==> config.mk <==
export PLATFORM = sky130hd
export DESIGN_NAME = mem_port_master_flat
export DESIGN_NICKNAME = d
export VERILOG_FILES = /design/src/rtl/mem_port_master_if.sv /design/src/rtl/mem_port_master.sv /design/src/flat_wrapper.sv
export SDC_FILE = /design/constraint.sdc
export NUM_CORES = 1
export LEC_CHECK = 0
export CAP_MARGIN = 20
export CELL_PAD_IN_SITES_DETAIL_PLACEMENT = 0
export CELL_PAD_IN_SITES_GLOBAL_PLACEMENT = 1
export CORE_ASPECT_RATIO = 1.25
export CORE_MARGIN = 3
export CORE_UTILIZATION = 37
export CTS_CLUSTER_DIAMETER = 30
export DETAILED_ROUTE_END_ITERATION = 16
export PLACE_DENSITY = 0.85
export SYNTH_ARGS = -nofsm -noshare
export SYNTH_HDL_FRONTEND = slang
export SYNTH_SLANG_ARGS = --single-unit
==> constraint.sdc <==
create_clock -name clk -period 2.4 [get_ports clk]
set_input_delay 0.48 -clock clk [delete_from_list [all_inputs] [get_ports clk]]
set_output_delay 0.48 -clock clk [all_outputs]
set_load 0.005 [all_outputs]
==> src/rtl/mem_port_master_if.sv <==
// Request/response handshake between the control FSM and mem_port_master.
// Latency: none (wires only).
// Backpressure: the requester holds req_* until it sees req_ready high at a clock edge.
//
// Signals:
//   req_valid/req_ready       request handshake
//   req_write/req_inst        store / instruction-fetch qualifiers
//   req_size/req_signed       access width and load extension
//   req_addr/req_wdata        byte address and store data
//   resp_valid/resp_err       one-cycle completion pulse and its error flag
//   resp_rdata                load result (0 for stores and errors)
interface mem_port_master_if;
    logic        req_valid;
    logic        req_ready;
    logic        req_write;
    logic        req_inst;
    logic [1:0]  req_size;
    logic        req_signed;
    logic [31:0] req_addr;
    logic [31:0] req_wdata;
    logic        resp_valid;
    logic        resp_err;
    logic [31:0] resp_rdata;

    // Requester side (control FSM / testbench)
    modport master (
        output req_valid, req_write, req_inst, req_size, req_signed, req_addr, req_wdata,
        input  req_ready, resp_valid, resp_err, resp_rdata
    );

    // Responder side (mem_port_master)
    modport slave (
        input  req_valid, req_write, req_inst, req_size, req_signed, req_addr, req_wdata,
        output req_ready, resp_valid, resp_err, resp_rdata
    );
endinterface

==> src/rtl/mem_port_master.sv <==
// Single-outstanding memory port master: fetch/load/store with byte/half RMW stores.
// Latency: error 1 cycle, load/word store 2 cycles, sub-word store 3 cycles (accept edge -> resp_valid).
// Backpressure: req_ready is high only in IDLE; one request in flight, requester must hold req_*.
//
// Ports:
//   clk, reset (async, active-low)
//   req_if      : request/response handshake (slave modport)
//   inst_out    : last successfully fetched instruction
//   Address, Write_data, MemRead, MemWrite : to memory
//   Mem_data    : combinational read data from memory
module mem_port_master #(
    parameter int RAM_SIZE_BIT  = 8,
    parameter int RAM_INST_SIZE = 32,
    parameter int PROTECT_INST  = 1
) (
    input  logic               clk,
    input  logic               reset,
    mem_port_master_if.slave   req_if,
    output logic [31:0]        inst_out,
    output logic [31:0]        Address,
    output logic [31:0]        Write_data,
    output logic               MemRead,
    output logic               MemWrite,
    input  logic [31:0]        Mem_data
);

    typedef enum logic [2:0] {IDLE, RD, WR, RMW_RD, RMW_WR, RESP} state_t;

    localparam logic [1:0]  SZ_BYTE = 2'b00;
    localparam logic [1:0]  SZ_HALF = 2'b01;
    localparam logic [1:0]  SZ_WORD = 2'b10;
    // Any address bit at or above this mask lies outside the memory.
    localparam logic [31:0] ADDR_HI_MASK = ~((32'd1 << (RAM_SIZE_BIT + 2)) - 32'd1);
    localparam logic [29:0] INST_WORDS   = 30'(RAM_INST_SIZE);

    state_t      state_q, state_d;
    logic        write_q, write_d;
    logic        inst_q, inst_d;
    logic [1:0]  size_q, size_d;
    logic        signed_q, signed_d;
    logic [1:0]  lane_q, lane_d;
    logic [31:0] wdata_q, wdata_d;
    logic        err_q, err_d;
    logic [31:0] data_q, data_d;
    logic [31:0] address_q, address_d;
    logic [31:0] write_data_q, write_data_d;
    logic [31:0] inst_out_q, inst_out_d;

    logic        req_err;
    logic [31:0] merged;
    logic [31:0] lane_mask;
    logic [31:0] lane_ins;
    logic [31:0] shifted;
    logic [31:0] load_val;

    // Acceptance-time checks; any hit short-circuits to RESP with no memory access.
    always_comb begin
        req_err = 1'b0;
        if (req_if.req_size == 2'b11)                                   req_err = 1'b1;
        if (req_if.req_size == SZ_WORD && req_if.req_addr[1:0] != 2'b00) req_err = 1'b1;
        if (req_if.req_size == SZ_HALF && req_if.req_addr[0])            req_err = 1'b1;
        if (|(req_if.req_addr & ADDR_HI_MASK))                          req_err = 1'b1;
        if (req_if.req_inst && (req_if.req_write || req_if.req_size != SZ_WORD)) req_err = 1'b1;
        if ((PROTECT_INST != 0) && req_if.req_write && (req_if.req_addr[31:2] < INST_WORDS))
            req_err = 1'b1;
    end

    // Lane replacement for read-modify-write, applied to the word being read this cycle.
    always_comb begin
        lane_mask = 32'hFFFF_FFFF;
        lane_ins  = wdata_q;
        if (size_q == SZ_BYTE) begin
            lane_mask = 32'h0000_00FF << {lane_q, 3'b000};
            lane_ins  = {4{wdata_q[7:0]}};
        end else if (size_q == SZ_HALF) begin
            lane_mask = 32'h0000_FFFF << {lane_q[1], 4'b0000};
            lane_ins  = {2{wdata_q[15:0]}};
        end
        merged = (Mem_data & ~lane_mask) | (lane_ins & lane_mask);
    end

    // Load lane extraction and extension from the captured word.
    always_comb begin
        shifted  = data_q >> {lane_q, 3'b000};
        load_val = data_q;
        if (size_q == SZ_BYTE)
            load_val = {{24{signed_q & shifted[7]}}, shifted[7:0]};
        else if (size_q == SZ_HALF)
            load_val = {{16{signed_q & shifted[15]}}, shifted[15:0]};
    end

    always_comb begin
        state_d      = state_q;
        write_d      = write_q;
        inst_d       = inst_q;
        size_d       = size_q;
        signed_d     = signed_q;
        lane_d       = lane_q;
        wdata_d      = wdata_q;
        err_d        = err_q;
        data_d       = data_q;
        address_d    = address_q;
        write_data_d = write_data_q;
        inst_out_d   = inst_out_q;
        case (state_q)
            IDLE: begin
                if (req_if.req_valid) begin
                    write_d      = req_if.req_write;
                    inst_d       = req_if.req_inst;
                    size_d       = req_if.req_size;
                    signed_d     = req_if.req_signed;
                    lane_d       = req_if.req_addr[1:0];
                    wdata_d      = req_if.req_wdata;
                    err_d        = req_err;
                    address_d    = {req_if.req_addr[31:2], 2'b00};
                    write_data_d = req_if.req_wdata;
                    if (req_err)                      state_d = RESP;
                    else if (!req_if.req_write)       state_d = RD;
                    else if (req_if.req_size == SZ_WORD) state_d = WR;
                    else                              state_d = RMW_RD;
                end
            end
            RD: begin
                data_d = Mem_data;
                // Update here so inst_out already shows the fetched word during RESP.
                if (inst_q) inst_out_d = Mem_data;
                state_d = RESP;
            end
            WR:     state_d = RESP;
            RMW_RD: begin
                data_d       = Mem_data;
                write_data_d = merged;
                state_d      = RMW_WR;
            end
            RMW_WR: state_d = RESP;
            RESP:   state_d = IDLE;
            default: state_d = IDLE;
        endcase
    end

    always_ff @(posedge clk or negedge reset) begin
        if (!reset) begin
            state_q      <= IDLE;
            write_q      <= 1'b0;
            inst_q       <= 1'b0;
            size_q       <= 2'b00;
            signed_q     <= 1'b0;
            lane_q       <= 2'b00;
            wdata_q      <= '0;
            err_q        <= 1'b0;
            data_q       <= '0;
            address_q    <= '0;
            write_data_q <= '0;
            inst_out_q   <= '0;
        end else begin
            state_q      <= state_d;
            write_q      <= write_d;
            inst_q       <= inst_d;
            size_q       <= size_d;
            signed_q     <= signed_d;
            lane_q       <= lane_d;
            wdata_q      <= wdata_d;
            err_q        <= err_d;
            data_q       <= data_d;
            address_q    <= address_d;
            write_data_q <= write_data_d;
            inst_out_q   <= inst_out_d;
        end
    end

    // Strobes decode directly from the state flop, so an async reset drops them at once
    // and they can never be high together.
    assign MemRead    = (state_q == RD) || (state_q == RMW_RD);
    assign MemWrite   = (state_q == WR) || (state_q == RMW_WR);
    assign Address    = address_q;
    assign Write_data = write_data_q;
    assign inst_out   = inst_out_q;

    assign req_if.req_ready  = (state_q == IDLE);
    assign req_if.resp_valid = (state_q == RESP);
    assign req_if.resp_err   = (state_q == RESP) && err_q;
    assign req_if.resp_rdata = ((state_q == RESP) && !err_q && !write_q) ? load_val : 32'h0;

endmodule

==> src/flat_wrapper.sv <==
// flat-port wrapper written by rule: the top's interface ports become plain ports
module mem_port_master_flat 
#(
    parameter int RAM_SIZE_BIT  = 8,
    parameter int RAM_INST_SIZE = 32,
    parameter int PROTECT_INST  = 1
)
  (clk, reset, inst_out, Address, Write_data, MemRead, MemWrite, Mem_data, req_if_req_valid, req_if_req_write, req_if_req_inst, req_if_req_size, req_if_req_signed, req_if_req_addr, req_if_req_wdata, req_if_req_ready, req_if_resp_valid, req_if_resp_err, req_if_resp_rdata);
  mem_port_master_if req_if_i ();
  input  logic clk;
  input  logic reset;
  output logic [31:0] inst_out;
  output logic [31:0] Address;
  output logic [31:0] Write_data;
  output logic MemRead;
  output logic MemWrite;
  input  logic [31:0] Mem_data;
  input wire logic [$bits(req_if_i.req_valid)-1:0] req_if_req_valid;
  input wire logic [$bits(req_if_i.req_write)-1:0] req_if_req_write;
  input wire logic [$bits(req_if_i.req_inst)-1:0] req_if_req_inst;
  input wire logic [$bits(req_if_i.req_size)-1:0] req_if_req_size;
  input wire logic [$bits(req_if_i.req_signed)-1:0] req_if_req_signed;
  input wire logic [$bits(req_if_i.req_addr)-1:0] req_if_req_addr;
  input wire logic [$bits(req_if_i.req_wdata)-1:0] req_if_req_wdata;
  output wire logic [$bits(req_if_i.req_ready)-1:0] req_if_req_ready;
  output wire logic [$bits(req_if_i.resp_valid)-1:0] req_if_resp_valid;
  output wire logic [$bits(req_if_i.resp_err)-1:0] req_if_resp_err;
  output wire logic [$bits(req_if_i.resp_rdata)-1:0] req_if_resp_rdata;
  assign req_if_i.req_valid = req_if_req_valid;
  assign req_if_i.req_write = req_if_req_write;
  assign req_if_i.req_inst = req_if_req_inst;
  assign req_if_i.req_size = req_if_req_size;
  assign req_if_i.req_signed = req_if_req_signed;
  assign req_if_i.req_addr = req_if_req_addr;
  assign req_if_i.req_wdata = req_if_req_wdata;
  assign req_if_req_ready = req_if_i.req_ready;
  assign req_if_resp_valid = req_if_i.resp_valid;
  assign req_if_resp_err = req_if_i.resp_err;
  assign req_if_resp_rdata = req_if_i.resp_rdata;
  mem_port_master #(.RAM_SIZE_BIT(RAM_SIZE_BIT), .RAM_INST_SIZE(RAM_INST_SIZE), .PROTECT_INST(PROTECT_INST)) u_core (.clk(clk), .reset(reset), .req_if(req_if_i), .inst_out(inst_out), .Address(Address), .Write_data(Write_data), .MemRead(MemRead), .MemWrite(MemWrite), .Mem_data(Mem_data));
endmodule
==> impl_metrics.env <==
export IMPL_status="finished, violations left"
export IMPL_fin_skew_ps=9.356
export IMPL_rsz0062_at_grt="true"
export IMPL_wire_per_inst_um=19.94
export IMPL_seq_area_frac_synth_pct=51.27
export IMPL_ir_worst_vdd_mv=0.5797
export IMPL_vias=6978
export IMPL_critPathMaxStageDelay_ps=510
export IMPL_dr_first_iter_drc_count=376
export IMPL_grt_max_degree=45
export IMPL_antenna_left=0
export IMPL_clockBufferDepth=2
export IMPL_viasPerCell=5.120
export IMPL_drt_wl_total_mm=27.17
export IMPL_drc_errors=0
export IMPL_cpMostUsedCell="buf_6"
export IMPL_htreeDepth=4
export IMPL_clkLatencyLatePin_ps=420
export IMPL_crit_type="flip-flop to primary output"
export IMPL_path_cells="mux2i_1, mux4_2, nor4b_4, buf_4, buf_6, buf_6, a21o_1, buf_2"
export IMPL_critical_path_peak_fanout=6
export IMPL_dp_worst_setup_slack_ps=-349.1
export IMPL_portBuffers=234
export IMPL_drive_above_1_share_pct=25.37
export IMPL_violations="setup timing"
export IMPL_yosys_area_top_type="dfrtp_1"
export IMPL_synth_ff_type="dfrtp_1"
export IMPL_antenna_cells=0
export IMPL_die_x_um=139.5
export IMPL_fin_crit_sh_pct=122.3
export IMPL_crit_slowest_cell="mux4_2"
export IMPL_synth_edf_count=0
export IMPL_postSynthAreaPerCell_um2=10.56
export IMPL_max_freq_mhz=340.8
export IMPL_place_inst=1304
export IMPL_hold_violations=0
export IMPL_root_buffer="clkbuf_16"
export IMPL_leakagePower_nw=5.787
export IMPL_area_growth_pct=46.27
export IMPL_gp_congestion=0.8985
export IMPL_final_nets=1175
export IMPL_dp_hpwl_mm=20.21
export IMPL_required_ps=1920
export IMPL_cts_tree="built"
export IMPL_post_route_min_period_ps=2935
export IMPL_finalMaxSlewViolations=0
export IMPL_grt_ovfl_total=0
export IMPL_setup_viol=31
export IMPL_ys_async_sr_fraction_pct=100.0
export IMPL_firstDrtPassIters=5
export IMPL_ios=237
export IMPL_hp_class="flip-flop to flip-flop"
export IMPL_synth_top_cells_by_area="dfrtp_1 (51%), mux2_2 (12%), mux2i_1 (10%)"
export IMPL_arrival_ps=2450
export IMPL_antenna_found_initial=0
export IMPL_clk_pin_slew_ps=70
export IMPL_grt_pass1_wl_mm=42.49
export IMPL_ys_ff_latch=169
export IMPL_endpoint_kind="primary output"
export IMPL_num_rows=60
export IMPL_synth_distinct_cells=46
export IMPL_grt_total_usage_pct=22.52
export IMPL_fin_total_pwr_mw=15.59
export IMPL_fin_ws_ps=-534.7
export IMPL_die_y_um=172.9
export IMPL_die_area_mm2=0.02413
export IMPL_yosysWarnings=0
export IMPL_start_kind="flip-flop"
export IMPL_cts_buffers=17
export IMPL_cap_viol_max_count=0
export IMPL_core_area_mm2=0.02170
export IMPL_start_util_pct=38.02
export IMPL_grt_pass1_vias=7451
export IMPL_netlist_instances=781
export IMPL_syn_area_mm2=0.008248
export IMPL_clock_sinks=169
export IMPL_p_per_area_mw_per_mm2=1292
export IMPL_final_cells=1363
export IMPL_synth_top_area_share_pct=51.27
through the flow:
stage	area, µm²	hold slack [ps]	utilization [%]	setup TNS, ps
3_3_place_gp	11220	441.4	51.71	-6119
5_1_grt	12060	491.0	55.61	-12440
6_report	12060	474.1	55.61	-9646
2_1_floorplan	8252	184.4	-	0
3_5_place_dp	11220	441.6	51.71	-7511
4_1_cts	11890	478.0	54.78	-11410
synth_stat cells (2+ instances only):
cell / number
mux2i_1: 83
nor4b_1: 2
and2_1: 7
o21ai_0: 27
nor2_1: 12
o21bai_1: 2
dfrtp_1: 169
nor4_1: 5
buf_1: 5
nand2_1: 215
a31oi_1: 5
a211oi_1: 6
and3b_1: 3
buf_4: 2
a21oi_1: 14
inv_1: 5
nand2b_1: 3
clkbuf_1: 27
mux2_1: 2
a21o_1: 23
o2bb2ai_1: 2
nor2b_1: 10
mux2_2: 87
buf_2: 16
buf_6: 2
nor3_1: 9
a22oi_1: 19
flip-flops by register name (all words and copies together) (netlist names):
register           count
u_core.Address        30
u_core.Write_data     32
u_core.data_q         32
u_core.err_q           1
u_core.inst_out       32
u_core.inst_q          1
u_core.lane_q          2
u_core.signed_q        1
u_core.size_q          2
u_core.state_q         3
u_core.wdata_q        32
u_core.write_q         1
cell usage in the layout (no fill, tap or decap), drive strengths merged, types with 2 or more instances in the layout:
| master | instances |
|---|---|
| a211oi | 6 |
| and3b | 3 |
| mux2 | 89 |
| a21o | 23 |
| buf | 112 |
| nand2 | 215 |
| dlymetal6s2s | 5 |
| clkinvlp | 3 |
| clkinv | 5 |
| a31oi | 5 |
| and2 | 7 |
| nor3 | 9 |
| nor2 | 12 |
| a21oi | 16 |
| clkdlybuf4s50 | 201 |
| nor4 | 5 |
| nor2b | 10 |
| mux4 | 2 |
| o21ai | 27 |
| conb | 2 |
| nor4b | 3 |
| dfrtp | 169 |
| clkbuf | 22 |
| a22oi | 19 |
| nand2b | 3 |
| inv | 10 |
| mux2i | 83 |
| o21bai | 2 |
| o2bb2ai | 2 |
power breakdown:
group / internal (mW) / total [mW] / switching (mW)
Sequential: 4.23 / 5.28 / 1.05
Clock: 1.41 / 2.64 / 1.23
Combinational: 4.37 / 7.67 / 3.30
logic make-up after synthesis:
| logic type | count (synthesis) | share of synthesized area (%) |
|---|---|---|
| AO/OA/AOI/OAI | 108 | 8.769 |
| flip-flops | 169 | 51.27 |
| other | 1 | 0.04547 |
| XOR/XNOR | 1 | 0.1062 |
| multiplexers | 174 | 22.82 |
| AND/OR/NAND/NOR | 271 | 13.88 |
| buffers and inverters | 57 | 3.110 |
layout make-up:
type	instances	area (µm²)
Tap cell	279	349.1
Clock inverter	13	112.6
Multi-Input combinational cell	556	3914
Fill cell	1910	9632
Inverter	5	18.77
Sequential cell	169	4230
Clock buffer	19	452.9
Timing Repair Buffer	322	2987
critical path, delay by kind of cell (launching register included):
kind	cells	cell delay, ps
AOI/OAI and AO/OA	1	70
DFF	1	470
and+or+nand+nor	1	340
muxes	2	670
buffers and inverters	4	480
what timing repair did:
action / CTS / global route
endpoints found under the setup margin: 33 / 32
resized for setup: 127 / 38
setup buffers: 13 / 12
hold buffers: 1 / 0
pin swaps: 7 / 10
endpoints found under the hold margin: 39 / 0
gates cloned: 1 / 0
metal layers:
layer	vias up	GRT usage (%)	share of wire (%)
li1	3278	-	-
met1	3414	27.66	41
met2	242	37.74	49
met3	44	7.054	7.6
met4	0	7.472	2.3
met5	-	0	0
worst paths after layout:
kind | from | endpoint | cells after the start | slack [ps]
max in group asynchronous | reset | u_core.Address[30]$_DFFE_PN0P_ | 3 | 1210
min | u_core.wdata_q[21]$_DFFE_PN0P_ | u_core.wdata_q[21]$_DFFE_PN0P_ | 2 | 470
max reg2reg | u_core.lane_q[0]$_DFFE_PN0P_ | u_core.Write_data[9]$_DFFE_PN0P_ | 7 | 200
min reg2reg | u_core.wdata_q[21]$_DFFE_PN0P_ | u_core.wdata_q[21]$_DFFE_PN0P_ | 2 | 470
max | u_core.lane_q[0]$_DFFE_PN0P_ | req_if_resp_rdata[21] | 8 | -530
min in group asynchronous | reset | u_core.inst_out[2]$_DFFE_PN0P_ | 2 | 550
No activity file was read; power rests on OpenSTA's default activity.
